## src/rtl/spi_txn_arbiter_if.sv

```systemverilog
// Bundle between the SPI transaction arbiter, its requesters and the shared
// SPI master. The slave modport is the arbiter's view.
interface spi_txn_arbiter_if #(
  parameter int NUM_REQ = 4
);
  localparam int IW = (NUM_REQ > 1) ? $clog2(NUM_REQ) : 1;

  // requester side
  logic                    enable;
  logic [NUM_REQ-1:0]      req;
  logic [3*NUM_REQ-1:0]    req_id;
  logic [8*NUM_REQ-1:0]    req_addr;
  logic [NUM_REQ-1:0]      req_rd;
  logic [16*NUM_REQ-1:0]   req_wdata;
  logic [NUM_REQ-1:0]      req_ack;
  logic [NUM_REQ-1:0]      req_err;
  logic [15:0]             req_rdata;
  logic [IW-1:0]           grant_idx;
  logic                    arb_busy;

  // shared master side
  logic                    start_tx;
  logic [15:0]             cmd_packet;
  logic [15:0]             data_out;
  logic                    spi_busy;
  logic                    tx_done;
  logic [15:0]             data_read;

  modport slave (
    input  enable, req, req_id, req_addr, req_rd, req_wdata,
    input  spi_busy, tx_done, data_read,
    output req_ack, req_err, req_rdata, grant_idx, arb_busy,
    output start_tx, cmd_packet, data_out
  );

  modport master (
    output enable, req, req_id, req_addr, req_rd, req_wdata,
    output spi_busy, tx_done, data_read,
    input  req_ack, req_err, req_rdata, grant_idx, arb_busy,
    input  start_tx, cmd_packet, data_out
  );
endinterface

```

## src/rtl/spi_txn_arbiter.sv

```systemverilog
// Round-robin arbiter sharing one SPI master among NUM_REQ requesters.
// Builds the command packet at grant, launches the master, returns the ack
// and read data, and flags transactions that never complete.
module spi_txn_arbiter #(
  parameter int NUM_REQ     = 4,
  parameter int TIMEOUT_CYC = 4096
) (
  input  logic               clk,
  input  logic               rst,
  spi_txn_arbiter_if.slave   bus
);
  localparam int IW = (NUM_REQ > 1) ? $clog2(NUM_REQ) : 1;
  localparam int CW = $clog2(TIMEOUT_CYC + 1);
  localparam logic [NUM_REQ-1:0] ONE = NUM_REQ'(1);

  typedef enum logic [2:0] {
    S_IDLE, S_LAUNCH, S_WAIT, S_DONE, S_ERR, S_DRAIN
  } state_t;

  state_t        state;
  logic [IW-1:0] rr_ptr;
  logic [IW-1:0] pick;
  logic          pick_vld;
  logic          rd_q;
  logic [CW-1:0] tmo_cnt;

  logic [NUM_REQ-1:0][2:0]  id_a;
  logic [NUM_REQ-1:0][7:0]  addr_a;
  logic [NUM_REQ-1:0][15:0] wdata_a;

  // Unpack the flat per-requester field buses into indexable arrays
  for (genvar g = 0; g < NUM_REQ; g++) begin : g_unpack
    assign id_a[g]    = bus.req_id[3*g +: 3];
    assign addr_a[g]  = bus.req_addr[8*g +: 8];
    assign wdata_a[g] = bus.req_wdata[16*g +: 16];
  end

  // First active request searching upward from the one after rr_ptr
  always_comb begin
    int            j;
    logic [IW-1:0] jj;
    pick_vld = 1'b0;
    pick     = '0;
    j        = 0;
    jj       = '0;
    for (int k = 1; k <= NUM_REQ; k++) begin
      j = int'(rr_ptr) + k;
      if (j >= NUM_REQ) j = j - NUM_REQ;
      jj = IW'(j);
      if (!pick_vld && bus.req[jj]) begin
        pick_vld = 1'b1;
        pick     = jj;
      end
    end
  end

  // Transaction FSM; every output is registered here
  always_ff @(posedge clk) begin
    if (rst) begin
      state          <= S_IDLE;
      rr_ptr         <= IW'(NUM_REQ - 1);
      rd_q           <= 1'b0;
      tmo_cnt        <= '0;
      bus.req_ack    <= '0;
      bus.req_err    <= '0;
      bus.req_rdata  <= '0;
      bus.grant_idx  <= '0;
      bus.arb_busy   <= 1'b0;
      bus.start_tx   <= 1'b0;
      bus.cmd_packet <= '0;
      bus.data_out   <= '0;
    end else begin
      case (state)
        S_IDLE: begin
          // Never launch while the master still reports busy
          if (bus.enable && pick_vld && !bus.spi_busy) begin
            bus.grant_idx  <= pick;
            bus.cmd_packet <= {2'b00, id_a[pick], addr_a[pick], 1'b0,
                               bus.req_rd[pick], 1'b0};
            bus.data_out   <= bus.req_rd[pick] ? 16'h0000 : wdata_a[pick];
            rd_q           <= bus.req_rd[pick];
            bus.arb_busy   <= 1'b1;
            bus.start_tx   <= 1'b1;
            state          <= S_LAUNCH;
          end
        end
        S_LAUNCH: begin
          bus.start_tx <= 1'b0;
          tmo_cnt      <= '0;
          state        <= S_WAIT;
        end
        S_WAIT: begin
          tmo_cnt <= tmo_cnt + CW'(1);
          // tx_done takes precedence over a coincident timeout
          if (bus.tx_done) begin
            bus.req_ack <= ONE << bus.grant_idx;
            if (rd_q) bus.req_rdata <= bus.data_read;
            state <= S_DONE;
          end else if (tmo_cnt == CW'(TIMEOUT_CYC - 2)) begin
            bus.req_err <= ONE << bus.grant_idx;
            state       <= S_ERR;
          end
        end
        S_DONE: begin
          bus.req_ack  <= '0;
          rr_ptr       <= bus.grant_idx;
          bus.arb_busy <= 1'b0;
          state        <= S_IDLE;
        end
        S_ERR: begin
          bus.req_err <= '0;
          rr_ptr      <= bus.grant_idx;
          state       <= S_DRAIN;
        end
        S_DRAIN: begin
          // A late tx_done here is dropped; wait for the master to go idle
          if (!bus.spi_busy) begin
            bus.arb_busy <= 1'b0;
            state        <= S_IDLE;
          end
        end
        default: state <= S_IDLE;
      endcase
    end
  end
endmodule

```

## src/flat_wrapper.sv

```systemverilog
// flat-port wrapper written by rule: the top's interface ports become plain ports
module spi_txn_arbiter_flat 
#(
  parameter int NUM_REQ     = 4,
  parameter int TIMEOUT_CYC = 4096
)
  (clk, rst, bus_enable, bus_req, bus_req_id, bus_req_addr, bus_req_rd, bus_req_wdata, bus_spi_busy, bus_tx_done, bus_data_read, bus_req_ack, bus_req_err, bus_req_rdata, bus_grant_idx, bus_arb_busy, bus_start_tx, bus_cmd_packet, bus_data_out);
  spi_txn_arbiter_if #(.NUM_REQ(NUM_REQ)) bus_i ();
  input  logic clk;
  input  logic rst;
  input wire logic [$bits(bus_i.enable)-1:0] bus_enable;
  input wire logic [$bits(bus_i.req)-1:0] bus_req;
  input wire logic [$bits(bus_i.req_id)-1:0] bus_req_id;
  input wire logic [$bits(bus_i.req_addr)-1:0] bus_req_addr;
  input wire logic [$bits(bus_i.req_rd)-1:0] bus_req_rd;
  input wire logic [$bits(bus_i.req_wdata)-1:0] bus_req_wdata;
  input wire logic [$bits(bus_i.spi_busy)-1:0] bus_spi_busy;
  input wire logic [$bits(bus_i.tx_done)-1:0] bus_tx_done;
  input wire logic [$bits(bus_i.data_read)-1:0] bus_data_read;
  output wire logic [$bits(bus_i.req_ack)-1:0] bus_req_ack;
  output wire logic [$bits(bus_i.req_err)-1:0] bus_req_err;
  output wire logic [$bits(bus_i.req_rdata)-1:0] bus_req_rdata;
  output wire logic [$bits(bus_i.grant_idx)-1:0] bus_grant_idx;
  output wire logic [$bits(bus_i.arb_busy)-1:0] bus_arb_busy;
  output wire logic [$bits(bus_i.start_tx)-1:0] bus_start_tx;
  output wire logic [$bits(bus_i.cmd_packet)-1:0] bus_cmd_packet;
  output wire logic [$bits(bus_i.data_out)-1:0] bus_data_out;
  assign bus_i.enable = bus_enable;
  assign bus_i.req = bus_req;
  assign bus_i.req_id = bus_req_id;
  assign bus_i.req_addr = bus_req_addr;
  assign bus_i.req_rd = bus_req_rd;
  assign bus_i.req_wdata = bus_req_wdata;
  assign bus_i.spi_busy = bus_spi_busy;
  assign bus_i.tx_done = bus_tx_done;
  assign bus_i.data_read = bus_data_read;
  assign bus_req_ack = bus_i.req_ack;
  assign bus_req_err = bus_i.req_err;
  assign bus_req_rdata = bus_i.req_rdata;
  assign bus_grant_idx = bus_i.grant_idx;
  assign bus_arb_busy = bus_i.arb_busy;
  assign bus_start_tx = bus_i.start_tx;
  assign bus_cmd_packet = bus_i.cmd_packet;
  assign bus_data_out = bus_i.data_out;
  spi_txn_arbiter #(.NUM_REQ(NUM_REQ), .TIMEOUT_CYC(TIMEOUT_CYC)) u_core (.clk(clk), .rst(rst), .bus(bus_i));
endmodule
```

## config.mk

```make
export PLATFORM = sky130hd
export DESIGN_NAME = spi_txn_arbiter_flat
export DESIGN_NICKNAME = d
export VERILOG_FILES = /design/src/rtl/spi_txn_arbiter_if.sv /design/src/rtl/spi_txn_arbiter.sv /design/src/flat_wrapper.sv
export SDC_FILE = /design/constraint.sdc
export NUM_CORES = 1
export LEC_CHECK = 0
export CAP_MARGIN = 20
export CORE_ASPECT_RATIO = 0.8
export CORE_UTILIZATION = 35
export DETAILED_ROUTE_END_ITERATION = 8
export PLACE_DENSITY = 0.71
export SLEW_MARGIN = 10
export SYNTH_ARGS = -nofsm -noshare
export SYNTH_HDL_FRONTEND = slang
export SYNTH_SLANG_ARGS = --single-unit
```

## constraint.sdc

```tcl
create_clock -name clk -period 2.45 [get_ports clk]
set_input_delay 0.3675 -clock clk [delete_from_list [all_inputs] [get_ports clk]]
set_output_delay 0.3675 -clock clk [all_outputs]
set_load 0.05 [all_outputs]
```

[After elaboration in Yosys (flattened, before gate mapping)]
Index checks and enable logic that the tools add are counted.
Storage, ports and cells
  bits in registers: 75
  output and inout port bits: 60
  input port bits: 137
Operators by class
  magnitude comparators: 9
  eq/ne operators: 12
  shift-type cells: 1
  add/subtract/negate cells: 9
  reduce and logical (&&, ||, !) cells: 23
  mux-type cells: 44
Operators by type and width (number)
  binary-select mux 16 bit (select 2 bit): 1
  two-way mux 16 bit: 2
  one-hot mux 13 bit (2 select lines): 1
  binary-select mux 8 bit (select 2 bit): 1
  two-way mux 2 bit: 8
  one-hot mux 4 bit (2 select lines): 2
  less-than comparator 2 x 3 -> 1 bit, second input constant: 5
  two-way mux 3 bit: 5
  one-hot mux 3 bit (5 select lines): 1
  adder 13 x 1 -> 13 bit, second input constant: 1
  == test 13 x 12 -> 1 bit, second input constant: 1
  two-way mux 4 bit: 3
  AND reduction 3 bit: 4
  two-way mux 1 bit: 11
  binary-select mux 1 bit (select 2 bit): 5
  >= comparator 3 bit, second input constant: 3
  two-way mux 8 bit: 1
  nonzero test 2 bit: 4
  subtractor 2 x 1 -> 2 bit, second input constant: 4
  adder 2 x 2 -> 3 bit, second input constant: 2
  binary-select mux 3 bit (select 2 bit): 1
  == test 3 x 2 -> 1 bit, second input constant: 2
  == test 3 bit, second input constant: 2
  != test 2 bit, second input constant: 3
  other kinds (15): 25

[Depth between registers and ports, before layout]
Gate-level depths: netlist of the first run.
  depth after elaboration: 19
  gate-level depth with buffers: 8
  depth with buffers taken out: 8

[Least setup slack after synthesis of the first run]
OpenSTA, ideal clock, no wires.
  kind: input -> register
  start point: in bus_req[3]
  end point: reg u_core.bus.data_out[10]
  arrival: 1713 ps
  setup time: 115 ps
  required time: 2335 ps
  setup slack: 622 ps
  cell stages on the path: 7
  path through: nor4_4 -> nor4b_4 -> and2b_1 -> and2b_1 -> a22oi_4 -> buf_6 -> o21ai_2
On the way
  cells in the longest elaborated chain, start to end: 15
  elaborated cells on any way between the ends: 30
RTL lines
  start, declared: line flat_wrapper.sv:12  | input wire logic [$bits(bus_i.req)-1:0] bus_req;
  binary-select mux 1 bit (select 2 bit): line spi_txn_arbiter.sv:50  | if (!pick_vld && bus.req[jj]) begin
  two-way mux 1 bit (not written as such): line spi_txn_arbiter.sv:50
  two-way mux 1 bit: line spi_txn_arbiter.sv:50
  zero test 1 bit: line spi_txn_arbiter.sv:50
  logical AND 1 bit: line spi_txn_arbiter.sv:50
  two-way mux 1 bit: line spi_txn_arbiter.sv:50
  zero test 1 bit: line spi_txn_arbiter.sv:50
  logical AND 1 bit: line spi_txn_arbiter.sv:50
  two-way mux 1 bit: line spi_txn_arbiter.sv:50
  zero test 1 bit: line spi_txn_arbiter.sv:50
  logical AND 1 bit: line spi_txn_arbiter.sv:50
  two-way mux 2 bit / two-way mux 1 bit (equally long branches): line spi_txn_arbiter.sv:50
  binary-select mux 16 bit (select 2 bit) (tied with other cells): line spi_txn_arbiter.sv:80  | bus.data_out <= bus.req_rd[pick] ? 16'h0000 : wdata_a[pick];
  two-way mux 16 bit (not written as such) (tied with other cells): line spi_txn_arbiter.sv:80
  two-way mux 16 bit / AND reduction 2 bit (equally long branches)
  end signal, assigned: line spi_txn_arbiter.sv:80
  end, declared: line spi_txn_arbiter_if.sv:33  | output start_tx, cmd_packet, data_out
Several ways; a longest one is shown, not always the timed one. The select of a mux whose other input is x is not followed.
A chain may end at the register's enable or synchronous reset.

[Worst setup path after layout of the first run]
  start point: in bus_req[3]
  end point: reg u_core.bus.cmd_packet[6]
On the way
  cells in the longest elaborated chain, start to end: 15
  elaborated cells on any way between the ends: 27
RTL lines
  parallel branches: the longest is 15 deep, another holds binary-select mux 1 bit (select 2 bit)
  end signal, assigned: line spi_txn_arbiter.sv:78  | bus.cmd_packet <= {2'b00, id_a[pick], addr_a[pick], 1'b0,
  end, declared: line spi_txn_arbiter_if.sv:33
Parallel ways; which one is timed is not known. The select of a mux whose other input is x is not followed.

==> flow_summary.yaml, run 1 <==
run_status:
  outcome: "complete, no violations"
critical_path:
  critical_path_arrival_ns: 2.38
  crit_family: "buffers and inverters"
  cp-end-kind: "flop"
  crit_chain: "clkdlybuf4s50_1 > nand2b_1 > o21ai_1 > a211oi_4 > buf_4 > buf_12 > mux2i_1 > mux2i_1 > a22o_1"
  worst-endpoint-required_ns: 2.68
  crit_type: "primary input to flop"
  critical-path-max-stage-delay_ns: 0.52
  timing.critical_path.from_type: "primary input"
  cp_slowest_cell: "clkdlybuf4s50_1"
  cp_max_fo: 18
  timing.critical_path.buf_inv: 3
  worst_path_most_repeated_cell: "mux2i_1"
sta:
  worstMarginPinSlew_ns: 0.561
  post_route_clock_skew_ns: 0.00815
  post-route-min-period_ns: 2.16
  fmax_mhz: 463
  relSlewSlack_pct: 62.5
  timing_max_transition_violations_final: 0
  min_period_over_period_pct: 88.1
  report.final.hold_viol_count: 0
  timing.hold.ws_ns: 0.441
  finalSetupViolations: 0
  rsz_0062_raised_after_global_routing: "false"
logic_synthesis:
  synth_top_cells_by_area: "dfxtp_1, mux2i_1, nand2_1"
  synth_cell_types: 49
  synthesized_area_fraction_occupied_by_and_or_nand_nor_cells_pct: 17.3
  netlist_area_sq_um: 4030
  synth-compound-area-share_pct: 16.0
  synth_edf_count: 0
  post-synth-top-area-cell: "dfxtp_1"
  synth-main-ff-cell: "dfxtp_1"
  yosys_reg_bits: 74
  synth_warn: 0
  async_flop_share_pct: 0
  synthXorXnorAreaFrac_pct: 0.217
  combinational_family_with_the_most_area_after_synthesis: "multiplexers"
  syn_avg_cell_area_sq_um: 9.07
  postSynthCellCount: 444
  synth.yosys.seq_area_share_pct: 36.8
  synth-adder-area-share_pct: 0.621
  synth.top_cell.area_share_pct: 36.8
  synth.mux.area_fraction_pct: 22.9
pwr:
  total_power_uw: 4450
  power.net_switching_uw: 1510
  portion_of_total_power_attributed_to_the_clock_network_pct: 29.6
  switching_share_pct: 34.0
  static-leakage-power_uw: 0.00252
  vdd_drop_max_uv: 384
  comb_power_share_pct: 38.8
  power_report.internal_total_uw: 2940
  power_density_nw_per_um2: 692
  pwr-share-seq_pct: 31.6
floorplan:
  fp.dieH_microns: 97.9
  ioPinCount: 197
  floorplan.rows: 34
  initial_utilization_pct: 36.6
  die_area_sq_um: 11900
  die_width_microns: 122
  core-area_sq_um: 11000
route:
  route.layer.met1.wl_microns: 5130
  firstDrtPassIters: 4
  vias_per_cell: 4.89
  detail_route.iter0.violations: 164
  ant_nets: 0
  top_layer: "met4"
  met3_length_microns: 707
  drcViolationCount: 0
  wire_length_per_cell_after_detailed_routing_microns: 15.0
  route.final.wire_length_microns: 11800
  dr_total_vias: 3847
  met2WireLength_microns: 5650
clock_network:
  clk_root_buffer_cell: "clkbuf_16"
  clk_pin_slew_ns: 0.06
  clock_buffers_created_by_tritoncts: 9
  clkLatencyLatePin_ns: 0.33
  buffer_levels_on_the_longest_clock_path: 2
  tritoncts_num_sinks: 74
  cts_htree_levels: 3
  post_cts_hold_buffer_count: 0
  post-cts-setup-buffer-count: 0
  cts-resized-gates: 0
  tritoncts_clock_tree: "done"
final_layout:
  most-common-layout-cells: "clkdlybuf4s50_1, mux2i_1, dfxtp_1"
  mostFrequentLayoutCell: "clkdlybuf4s50_1"
  final_area_sq_um: 6430
  finish.net_count: 777
  fillCellCount: 966
  ratio_of_cells_with_drive_above_1_in_the_final_layout_pct: 11.4
  area_delta_synth_final_pct: 59.8
  antenna_diode_count: 0
job:
  maxCapViolCount: 0
placed_design:
  detailed_place.area_sq_um: 6130
  dpl.hpwl_microns: 9170
  port_buffers: 192
  gpl.final_weighted_congestion: 0.790
global_route:
  grt_pass1_vias: 3785
  grt_overflow: 0
  grt_util_all_layers_pct: 19.8
  antenna_found_initial: 0
  grt_first_pass_wirelength_microns: 18800
  grt_start_max_net_pins: 42
min_path:
  worstHoldPathType: "flop to flop"
## tightest hold or removal path: cells and delay by family (launching register included)
family	cells	cell delay, ns
simple gates	1	0.05
compound gates	1	0.05
flops	1	0.30
## flip-flops by register name, summed over array words and instances, names as in the netlist
| name | flops |
|---|---|
| u_core.bus.arb_busy | 1 |
| u_core.bus.cmd_packet | 12 |
| u_core.bus.data_out | 16 |
| u_core.bus.grant_idx | 2 |
| u_core.bus.req_ack | 4 |
| u_core.bus.req_err | 4 |
| u_core.bus.req_rdata | 16 |
| u_core.bus.start_tx | 1 |
| u_core.rr_ptr | 2 |
| u_core.state | 3 |
| u_core.tmo_cnt | 13 |
## metal layers
metal	vias to the layer above	track usage (%)
li1	1957	-
met1	1739	24.6
met2	129	33.4
met3	22	4.15
met4	0	7.41
met5	-	0
## area by class of cell
cell class | count | area, sq um | share of cell area (%)
Multi-Input combinational cell | 336 | 2310 | 35.9
Sequential cell | 74 | 1480 | 23.0
Timing Repair Buffer | 213 | 2140 | 33.3
Inverter | 4 | 15.0 | 0.233
Clock inverter | 6 | 65.1 | 1.01
Clock buffer | 10 | 239 | 3.71
Tap cell | 144 | 180 | 2.80
## Yosys cell counts, drive strengths merged, types with 2 or more instances
cell type  number
nor2b           2
a22o           12
and2b           2
nor2           33
a21oi          32
nor3            4
a211o           2
a211oi          4
mux2           16
and2            6
nand2b          6
buf            21
nand3           8
inv             4
clkbuf         12
dfxtp          74
ha              2
and3            5
mux2i          74
o21ai          23
nand4b          2
nand2          73
a311oi          8
a31oi           4
## power by group through the flow
stage	sequential, uW	combinational, uW	clock, uW
2_1_floorplan	1630	953	0
3_3_place_gp	1430	1700	0
3_5_place_dp	1430	1740	0
4_1_cts	1410	1750	1350
5_1_grt	1420	1860	1400
6_report	1410	1730	1320
## worst paths after layout
| path | startpoint | end | slack [ns] | cells after the start |
|---|---|---|---|---|
| worst max-delay path | bus_req[3] | u_core.bus.cmd_packet[6] | 0.29 | 9 |
| worst max register to register | u_core.rr_ptr[0] | u_core.bus.cmd_packet[6] | 0.51 | 8 |
| worst min-delay path | u_core.bus.data_out[3] | u_core.bus.data_out[3] | 0.44 | 2 |
| worst min register to register | u_core.bus.data_out[3] | u_core.bus.data_out[3] | 0.44 | 2 |
## logic make-up (layout without fill, tap and decap cells)
| logic type | after synthesis | count (layout) |
|---|---|---|
| XOR/XNOR | 1 | 1 |
| AND/OR/NAND/NOR | 148 | 148 |
| other | 1 | 4 |
| multiplexers | 90 | 90 |
| buffers and inverters | 37 | 233 |
| flip-flops | 74 | 74 |
| adder cells (fa/ha/maj) | 2 | 2 |
| AO/OA/AOI/OAI | 91 | 91 |
## per-stage QoR
step	cells	setup slack, ns	TNS [ns]	utilization [%]
after floorplan	447	0.622	0	-
after global placement	771	0.0211	0	55.6
after detailed placement	771	-0.0515	-0.239	55.6
after CTS	787	0.283	0	58.4
after global routing	787	0.126	0	58.4
final	787	0.292	0	58.4
(Power assumes the default switching activity.)
==> inputs of run 2 (changes only) <==
--- a/config.mk
+++ b/config.mk
@@ -9,7 +9,7 @@
 export CORE_ASPECT_RATIO = 0.8
 export CORE_UTILIZATION = 35
 export DETAILED_ROUTE_END_ITERATION = 8
-export PLACE_DENSITY = 0.71
+export PLACE_DENSITY = 0.79
 export SLEW_MARGIN = 10
 export SYNTH_ARGS = -nofsm -noshare
 export SYNTH_HDL_FRONTEND = slang
==> flow_summary.yaml, run 2 (synthesis gave the netlist of run 1 again) <==
clock_network:
  clock_buffers_created_by_tritoncts: 9
  tritoncts_clock_tree: "done"
  tritoncts_num_sinks: 74
  cts_htree_levels: 3
  post_cts_hold_buffer_count: 0
  clkLatencyLatePin_ns: 0.33
  cts-resized-gates: 0
  buffer_levels_on_the_longest_clock_path: 2
  clk_root_buffer_cell: "clkbuf_16"
  clk_pin_slew_ns: 0.06
  post-cts-setup-buffer-count: 0
final_layout:
  reg.largest.list: "u_core.bus.data_out: 16 flops, u_core.bus.req_rdata: 16 flops, u_core.tmo_cnt: 13 flops"
  final_area_sq_um: 6420
  seqCellArea_sq_um: 1480
  ratio_of_cells_with_drive_above_1_in_the_final_layout_pct: 10.7
  fillCellCount: 963
  layoutNonFillerInstCount: 782
  most-common-layout-cells: "clkdlybuf4s50_1, mux2i_1, dfxtp_1"
  multi_input_area_sq_um: 2310
  mostFrequentLayoutCell: "clkdlybuf4s50_1"
  area_delta_synth_final_pct: 59.4
  antenna_diode_count: 0
  finish.net_count: 772
placed_design:
  detailed_place.area_sq_um: 6090
  placed_cells: 766
  gpl.final_weighted_congestion: 0.824
  dpl.hpwl_microns: 8900
  dp_slack_ns: -0.0317
  port_buffers: 192
route:
  dr_total_vias: 3920
  firstDrtPassIters: 5
  route.final.wire_length_microns: 11600
  ant_nets: 0
  vias_per_cell: 5.01
  drcViolationCount: 0
  detail_route.iter0.violations: 170
  wire_length_per_cell_after_detailed_routing_microns: 14.8
floorplan:
  initial_utilization_pct: 36.6
  ioPinCount: 197
  die_area_sq_um: 11900
  die_width_microns: 122
  floorplan.rows: 34
  core-area_sq_um: 11000
  fp.dieH_microns: 97.9
global_route:
  grt_start_max_net_pins: 42
  antenna_found_initial: 1
  grt_overflow: 0
  grt_first_pass_wirelength_microns: 18000
  grt_pass1_vias: 3789
  grt_util_all_layers_pct: 19.2
min_path:
  hold_start: "u_core.bus.data_out[5]"
  worstHoldPathType: "flop to flop"
critical_path:
  worst_path_most_repeated_cell: "mux2i_1"
  crit_type: "primary input to flop"
  timing.critical_path.from_type: "primary input"
  critical-path-max-stage-delay_ns: 0.60
  critical_path_arrival_ns: 2.39
  crit_chain: "clkdlybuf4s50_1 > nand2b_1 > a21oi_2 > a211oi_4 > buf_4 > buf_12 > mux2i_1 > mux2i_1 > a22o_1"
  cp_slowest_cell: "clkdlybuf4s50_1"
  worst_r2r_startpoint: "u_core.state[1]"
  cp-end-kind: "flop"
  cp_max_fo: 26
  worst-endpoint-required_ns: 2.67
  timing.critical_path.buf_inv: 3
  crit_family: "buffers and inverters"
  setup.worst_path.start: "bus_req[2]"
sta:
  timing_max_transition_violations_final: 0
  min_period_over_period_pct: 88.5
  worstMarginPinSlew_ns: 0.550
  post-route-min-period_ns: 2.17
  post_route_clock_skew_ns: 0.00634
  report.final.hold_viol_count: 0
  relSlewSlack_pct: 63.2
  finalSetupViolations: 0
  finalWorstSetupSlack_ns: 0.281
  fmax_mhz: 461
  rsz_0062_raised_after_global_routing: "false"
pwr:
  static-leakage-power_uw: 0.00250
  vdd_drop_max_uv: 400
  power_density_nw_per_um2: 708
run_status:
  outcome: "complete, no violations"
job:
  maxCapViolCount: 0
==> run 2: power by group <==
group          total [uW]  switching (uW)  internal (uW)
Sequential           1420             114           1300
Combinational        1690             900            792
Clock                1440             515            921
==> run 2: path summary, 6_finish.rpt <==
check	end	slack, ns	depth (start not counted)
max	u_core.bus.cmd_packet[3]	0.28	9
min	u_core.bus.data_out[5]	0.45	2
max reg2reg	u_core.state[0]	0.44	5
min reg2reg	u_core.bus.data_out[5]	0.45	2
==> run 2: tightest hold or removal path, delay by kind of cell (launching register included) <==
kind            cells  cell delay, ns
compound gates      1            0.05
simple gates        1            0.05
flops               1            0.30
==> run 2: per-layer routing <==
| metal | up-vias | track usage [%] | part of all wire (%) |
|---|---|---|---|
| met3 | 10 | 4.91 | 8.0 |
| li1 | 1951 | - | - |
| met1 | 1796 | 21.4 | 42 |
| met4 | 2 | 4.94 | 0.91 |
| met5 | - | 0 | 0.14 |
| met2 | 161 | 35.6 | 49 |
==> run 2: final cells by class <==
class | instances | share of cell area [%]
Multi-Input combinational cell | 336 | 36.0
Clock buffer | 10 | 3.72
Tap cell | 144 | 2.81
Sequential cell | 74 | 23.1
Timing Repair Buffer | 208 | 32.8
Inverter | 4 | 0.234
Clock inverter | 6 | 1.38
==> run 2: through the flow <==
stage	util, %	power (uW)	TNS [ns]	hold WS [ns]
finish	58.3	4550	0	0.446
global route	58.3	4760	0	0.468
CTS	58.3	4580	0	0.452
detailed placement	55.3	3130	-0.152	0.443
global placement	55.3	3090	0	0.433
floorplan	-	2580	0	0.438
